<file path="src/rtl/mux_rr_reg.sv">
// N-channel registered multiplexer with valid/ready handshakes.
// Channels are chosen by a fixed index or by a round-robin pointer.
module mux_rr_reg #(
  parameter int unsigned WIDTH = 32,
  parameter int unsigned N     = 4,
  localparam int unsigned SELW = $clog2(N)
) (
  input  logic                 clk,
  input  logic                 rst_n,
  input  logic                 mode,
  input  logic [SELW-1:0]      sel,
  input  logic [N*WIDTH-1:0]   in_data,
  input  logic [N-1:0]         in_valid,
  output logic [N-1:0]         in_ready,
  output logic [WIDTH-1:0]     out_data,
  output logic                 out_valid,
  input  logic                 out_ready,
  output logic [SELW-1:0]      out_sel
);

  // One extra bit so channel-index arithmetic can exceed N-1 before wrapping.
  localparam int unsigned CW = SELW + 1;

  logic [WIDTH-1:0] ch_data [N];

  logic             out_valid_q, out_valid_d;
  logic [WIDTH-1:0] out_data_q,  out_data_d;
  logic [SELW-1:0]  out_sel_q,   out_sel_d;
  logic [SELW-1:0]  ptr_q,       ptr_d;

  logic             rr_ok;
  logic [SELW-1:0]  rr_gnt;
  logic [CW-1:0]    rr_idx;
  logic             fx_ok;
  logic             gnt_ok;
  logic [SELW-1:0]  gnt;
  logic             space;
  logic             load;

  for (genvar i = 0; i < N; i++) begin : g_unpack
    assign ch_data[i] = in_data[i*WIDTH +: WIDTH];
  end

  // Round-robin scan starting at ptr, wrapping explicitly at N.
  always_comb begin
    rr_ok  = 1'b0;
    rr_gnt = '0;
    rr_idx = '0;
    for (int unsigned k = 0; k < N; k++) begin
      rr_idx = {1'b0, ptr_q} + CW'(k);
      if (rr_idx >= CW'(N)) begin
        rr_idx = rr_idx - CW'(N);
      end
      if (!rr_ok && in_valid[rr_idx[SELW-1:0]]) begin
        rr_ok  = 1'b1;
        rr_gnt = rr_idx[SELW-1:0];
      end
    end
  end

  // Out-of-range sel values never grant.
  assign fx_ok  = ({1'b0, sel} < CW'(N)) && in_valid[sel];
  assign gnt_ok = mode ? rr_ok  : fx_ok;
  assign gnt    = mode ? rr_gnt : sel;

  assign space    = !out_valid_q || out_ready;
  assign load     = gnt_ok && space;
  assign in_ready = (rst_n && load) ? (N'(1) << gnt) : '0;

  // Output register and pointer next-state.
  always_comb begin
    out_valid_d = out_valid_q;
    out_data_d  = out_data_q;
    out_sel_d   = out_sel_q;
    ptr_d       = ptr_q;
    if (load) begin
      out_valid_d = 1'b1;
      out_data_d  = ch_data[gnt];
      out_sel_d   = gnt;
      if (mode) begin
        ptr_d = (gnt == SELW'(N - 1)) ? '0 : gnt + SELW'(1);
      end
    end else if (out_ready) begin
      out_valid_d = 1'b0;
    end
  end

  always_ff @(posedge clk or negedge rst_n) begin
    if (!rst_n) begin
      out_valid_q <= 1'b0;
      out_data_q  <= '0;
      out_sel_q   <= '0;
      ptr_q       <= '0;
    end else begin
      out_valid_q <= out_valid_d;
      out_data_q  <= out_data_d;
      out_sel_q   <= out_sel_d;
      ptr_q       <= ptr_d;
    end
  end

  assign out_valid = out_valid_q;
  assign out_data  = out_data_q;
  assign out_sel   = out_sel_q;

endmodule

</file>
<file path="config.mk">
export PLATFORM = sky130hd
export DESIGN_NAME = mux_rr_reg
export DESIGN_NICKNAME = d
export VERILOG_FILES = /design/src/rtl/mux_rr_reg.sv
export SDC_FILE = /design/constraint.sdc
export NUM_CORES = 1
export LEC_CHECK = 0
export BUFFER_PORTS_ARGS = -buffer_cell sky130_fd_sc_hd__clkbuf_2
export CORE_MARGIN = 2
export CORE_UTILIZATION = 37
export DETAILED_ROUTE_END_ITERATION = 10
export GPL_TIMING_DRIVEN = 0
export PLACE_DENSITY = 0.77
export SLEW_MARGIN = 25
export SYNTH_ARGS = -nofsm -noshare
export SYNTH_HDL_FRONTEND = slang
export SYNTH_SLANG_ARGS = --single-unit
</file>
<file path="constraint.sdc">
create_clock -name clk -period 2.33 [get_ports clk]
set_clock_uncertainty 0.2 [all_clocks]
set_input_delay 0.1165 -clock clk [delete_from_list [all_inputs] [get_ports clk]]
set_output_delay 0.1165 -clock clk [all_outputs]
set_load 0.02 [all_outputs]
</file>
# Word-level counts from Yosys, hierarchy flattened

Cells that the tools add are included.

Register bits after elaboration: 37
Latch bits: 0
Bits in writable memories: 0
Bits in read-only memories: 0
Input bits: 138
Logic and storage cells: 68
Memories kept: 0

Add/sub/neg operators: 8
Multiply operators: 0
Divide/modulo/power cells: 0
Magnitude comparators: 10
Equal/unequal tests: 1
Shifts and indexed selects: 1
Muxes and demuxes: 31
Bitwise gates (word level): 1
Reductions and logical operators: 12

Operator list:

| operator            | number |
|---|---|
| $bmux 32 s2         | 1 |
| $mux 32             | 2 |
| $mux 2              | 10 |
| $lt 2x3->1 const B  | 5 |
| $ge 3x3->1 const B  | 4 |
| $mux 1              | 12 |
| $bmux 1 s2          | 5 |
| $sub 2x1->2 const B | 4 |
| $add 2x2->3 const B | 2 |
| $logic_and 1x1->1   | 5 |
| $logic_not 1->1     | 4 |
| $mux 4              | 1 |
| $shl 1x2->4 const A | 1 |
| $add 2x1->3 const B | 1 |
| $ge 2x3->1 const B  | 1 |
| $not 2->3           | 1 |
| $add 2x1->2 const B | 1 |
| $eq 2x2->1 const B  | 1 |
| $reduce_and 2->1    | 1 |
| $reduce_bool 2->1   | 1 |
| $logic_or 1x1->1    | 1 |

# Longest topological paths before layout

Depth in word-level cells: 19
Depth in mapped cells: 8
Mapped depth without buffers: 6

# Least setup slack after synthesis

OpenSTA, ideal clock, no wires.

Kind: reg2reg
From: reg ptr_q[0]
To: reg ptr_q[1]
Arrival time: 1.893 ns
Required time: 2.005 ns
Slack: 0.112 ns
Cell stages (with the launch flop): 9
Path buffers: 2
Path through: dfrtp_1 nand2b_1 a21o_1 a41oi_2 buf_4 inv_2 buf_2 ha_1 mux2_2

Longest elaborated chain between the ends: 17
Elaborated cells between the ends (all ways): 44
Classes of those cells: 8 x add/sub; 4 x order compare; 1 x eq/ne; 23 x mux; 8 x reduce/logical

RTL lines:

| item                                                                 | RTL line | RTL |
|---|---|---|
| start, declared                                                      | 29       | `logic [SELW-1:0] ptr_q, ptr_d;` |
| start signal, assigned                                               | 98       | `ptr_q <= ptr_d;` |
| parallel branches: the longest is 17 deep, another holds $add 2x1->3 | n/a      |  |

Parallel ways; which one is timed is not known. The select of a mux whose other input is x is not followed.
A chain may end at the register's enable or synchronous reset.

# Worst setup path in the final report

From: reg ptr_q[1]
To: out in_ready[3]

Longest elaborated chain between the ends: 18
Elaborated cells between the ends (all ways): 43
Classes of those cells: 7 x add/sub; 4 x order compare; 1 x shift; 23 x mux; 8 x reduce/logical

RTL lines:

| item                                                                 | RTL line | RTL |
|---|---|---|
| parallel branches: the longest is 17 deep, another holds $add 2x1->3 | n/a      |  |
| $mux 4 *                                                             | 68       | `assign in_ready = (rst_n && load) ? (N'(1) << gnt) : '0;` |
| end, declared                                                        | 14       | `output logic [N-1:0] in_ready,` |

Every way passes the cells marked *. The select of a mux whose other input is x is not followed.

==> metrics.md <==
| Metric | Value |
|---|---|
| Outcome | `complete, but fails checks` |
| Failing checks | `setup timing` |
| Worst-margin pin slew | `about 0.34 ns` |
| Post-synth cell types | `39` |
| Dominant synthesized flop cell | `dfrtp_1` |
| Tmin final | `between 2 and 2.5 ns` |
| CORE AREA | `roughly 6400 µm²` |
| Synth Net Count | `~400` |
| Share of cells above drive strength 1 | `0.476` |
| Register area | `~930 µm²` |
| Mapped Cells | `about 270` |
| HPWL after DPL | `6390 µm` |
| Layout area overhead | `77.2%` |
| Min-Delay Path Class | `primary input to register` |
| Final Setup Violations | `2` |
| Final Net Count | `between 600 and 700` |
| Flops & latches, synth | `37` |
| Filler Cell Count | `523` |
| Routability cong. | `0.849` |
| Diode count | `0` |
| Sw Ratio | `0.407` |
| H-tree level count | `2` |
| # DRC | `0` |
| Final wirelength | `between 9000 and 10000 µm` |
| Total negative setup slack | `-0.0885 ns` |
| RSZ-0062 raised after global routing | `yes` |
| Final Util | `0.682` |
| Max Cap Viol | `0` |
| Internal power | `roughly 2000 µW` |
| Max-slew violations | `0` |
| Crit Path Class | `register to primary output` |
| Layout Cells excl Fill | `between 600 and 700` |
| Total grt overflow | `0` |
| Fmax | `between 0.4 and 0.5 GHz` |
| Share of the synthesized area in the top cell type | `0.377` |
| Port-buffer cells | `175` |
| Final critical-path setup slack | `-0.0747 ns` |
| Die X | `about 85 µm` |
| WP data required | `2.01 ns` |
| Vias | `roughly 3200` |
| Global Route Usage Sum | `0.269` |
| Top cells by area, synth | `dfrtp_1 38%, mux2_2 11%, nand2_1 11%` |
| Critical path peak fanout | `8` |
| Synth top cells by count | `70 x nand2_1, 37 x dfrtp_1, 32 x a31oi_1` |
| # rows | `29` |
| Multi-input gate area | `1420 µm²` |
| Iteration-0 DRC count of the detailed router | `105` |
| Initial core utilization | `0.385` |
| Synth Warn # | `0` |
| Syn avg cell area | `~9.0 µm²` |
| Die height | `between 80 and 90 µm` |
| CTS root buffer | `clkbuf_8` |
| WHS | `between 0.03 and 0.04 ns` |
| Io pins | `about 180` |
| CTS Buffer Depth | `2` |
| Net Sw Power | `between 1000 and 1500 µW` |
| # clock sinks | `37` |
| Number of synthesized flops with an enable pin | `0` |
| TritonCTS clock tree | `yes` |
| Fraction of registers with async set/reset | `1.00` |
| Yosys top cell by area | `dfrtp_1` |
| Final Cycle Share | `1.03` |
| Mapped cell area | `2460 µm²` |
| Worst skew pair latency | `between 0.2 and 0.3 ns` |
| Average wire per standard cell | `about 17 µm` |
| Maximum VDD drop | `between 0.4 and 0.5 mV` |
| Dpl ws | `-0.224 ns` |
| Vias in the first global route | `3300` |
| Pwr dens | `slightly below 800 nW/µm²` |
| Final hold viol count | `0` |
| Rel. slew slack | `0.770` |
| Comb pwr share | `0.526` |
| Sequential area share after synthesis | `0.377` |
| Most common cell in the netlist | `nand2_1` |
| Post-DR vias/cell | `~5.3` |
| ANT nets after route | `0` |
| Router iterations before antenna repair | `4` |
| Num CTS Buffers | `5` |
| First-pass GRT wire length | `approximately 15000 µm` |
| Worst endpoint data arrival time | `2.09 ns` |
| Sequential power share | `0.302` |
| Largest net degree at the start of global routing | `38` |
| Setup crit end kind | `primary output` |
| CP startpoint kind | `register` |
| Clock Pin Slew Worst Setup and Hold Paths | `approximately 0.08 ns` |
| Clk network pwr share | `0.172` |
| Initial antenna violation count | `0` |
| Placed insts | `approximately 520` |
| LEAKAGE | `~0.0021 µW` |
| DIE AREA | `7310 µm²` |
logic make-up (layout without fill, tap and decap cells):
group                      count (synthesis)  after routing  synth area share
and+or+nand+nor                           97             97             0.179
AOI/OAI and AO/OA                         78             78             0.205
DFF                                       37             37             0.377
muxes                                     35             35             0.169
buffers and inverters                     24            279            0.0647
adders and majority gates                  1              1           0.00509
critical path, cell delays in order, from the launching register on:
cell and delay (ns):
dfrtp_2 0.47, nor2_1 0.18, a22oi_1 0.11, o211ai_1 0.34, and2b_4 0.27, ha_4 0.14, and3_4 0.18, buf_6 0.11
layout make-up:
| class | instances | area share |
|---|---|---|
| multi-input combinational | 211 | 0.327 |
| clock buffer | 7 | 0.0198 |
| clock inverter | 1 | 0.00690 |
| tap | 77 | 0.0221 |
| buffer | 19 | 0.0348 |
| inverter | 3 | 0.00546 |
| sequential | 37 | 0.213 |
| timing repair buffer | 249 | 0.371 |
final timing paths:
| path | cells after the start | startpoint | slack [ns] | endpoint |
|---|---|---|---|---|
| min in group asynchronous | 3 | rst_n | 0.19 | out_valid |
| hold reg to reg | 2 | out_sel[1] | 0.33 | out_sel[1] |
| setup reg to reg | 7 | ptr_q[0] | 0.04 | out_data[24] |
| hold / removal | 4 | in_data[106] | 0.04 | out_data[10] |
| max in group asynchronous | 3 | rst_n | 1.51 | ptr_q[0] |
| setup / recovery | 7 | ptr_q[1] | -0.07 | in_ready[3] |
metrics by stage:
step	total power [µW]	instance area, µm²
finish	3410	4350
global route	3620	4350
CTS	3320	4260
detailed placement	2620	3430
global placement	2580	3430
floorplan	2050	2460
state kept, by name, summed over array words and instances, names as in the netlist:
name	count
out_data	32
out_sel	2
out_valid	1
ptr_q	2
power groups by stage:
stage          clock network (µW)  logic (µW)  registers (µW)
2_1_floorplan                   0         762            1290
3_3_place_gp                    0        1560            1020
3_5_place_dp                    0        1590            1030
4_1_cts                       595        1700            1030
5_1_grt                       633        1920            1070
6_report                      588        1790            1030
layout by cell type, fill, tap and decap left out, types with 2 or more instances in the layout:
| master | count |
|---|---|
| a31oi_1 | 32 |
| buf_6 | 8 |
| o22ai_1 | 31 |
| o21ai_1 | 2 |
| dfrtp_2 | 2 |
| o21ai_2 | 2 |
| nand2_1 | 70 |
| dlygate4sd3_1 | 66 |
| nand2b_1 | 2 |
| mux2_1 | 7 |
| a22oi_1 | 2 |
| clkbuf_8 | 6 |
| nor3_1 | 2 |
| dfrtp_1 | 35 |
| nand3_1 | 2 |
| inv_1 | 2 |
| buf_2 | 8 |
| mux2_2 | 25 |
| nor2b_1 | 3 |
| buf_4 | 10 |
| clkbuf_4 | 2 |
| nor2_1 | 9 |
| clkbuf_2 | 173 |
per-layer routing:
| metal | global-route usage | part of all wire | vias to the layer above |
|---|---|---|---|
| met4 | 0.147 | 0.048 | 0 |
| li1 | - | - | 1509 |
| met2 | 0.477 | 0.52 | 191 |
| met1 | 0.308 | 0.37 | 1480 |
| met3 | 0.0428 | 0.063 | 42 |
| met5 | 0 | 0 | - |
timing repair:
action                                 in CTS  in global routing
cloned                                      0                  0
setup endpoints to repair                   7                 14
buffers inserted                            1                  6
pin swaps                                   1                  3
endpoints found under the hold margin      70                  0
hold buffers                               67                  0
resized for setup                           8                 17
Note: power is estimated with default switching activity, not from simulation.
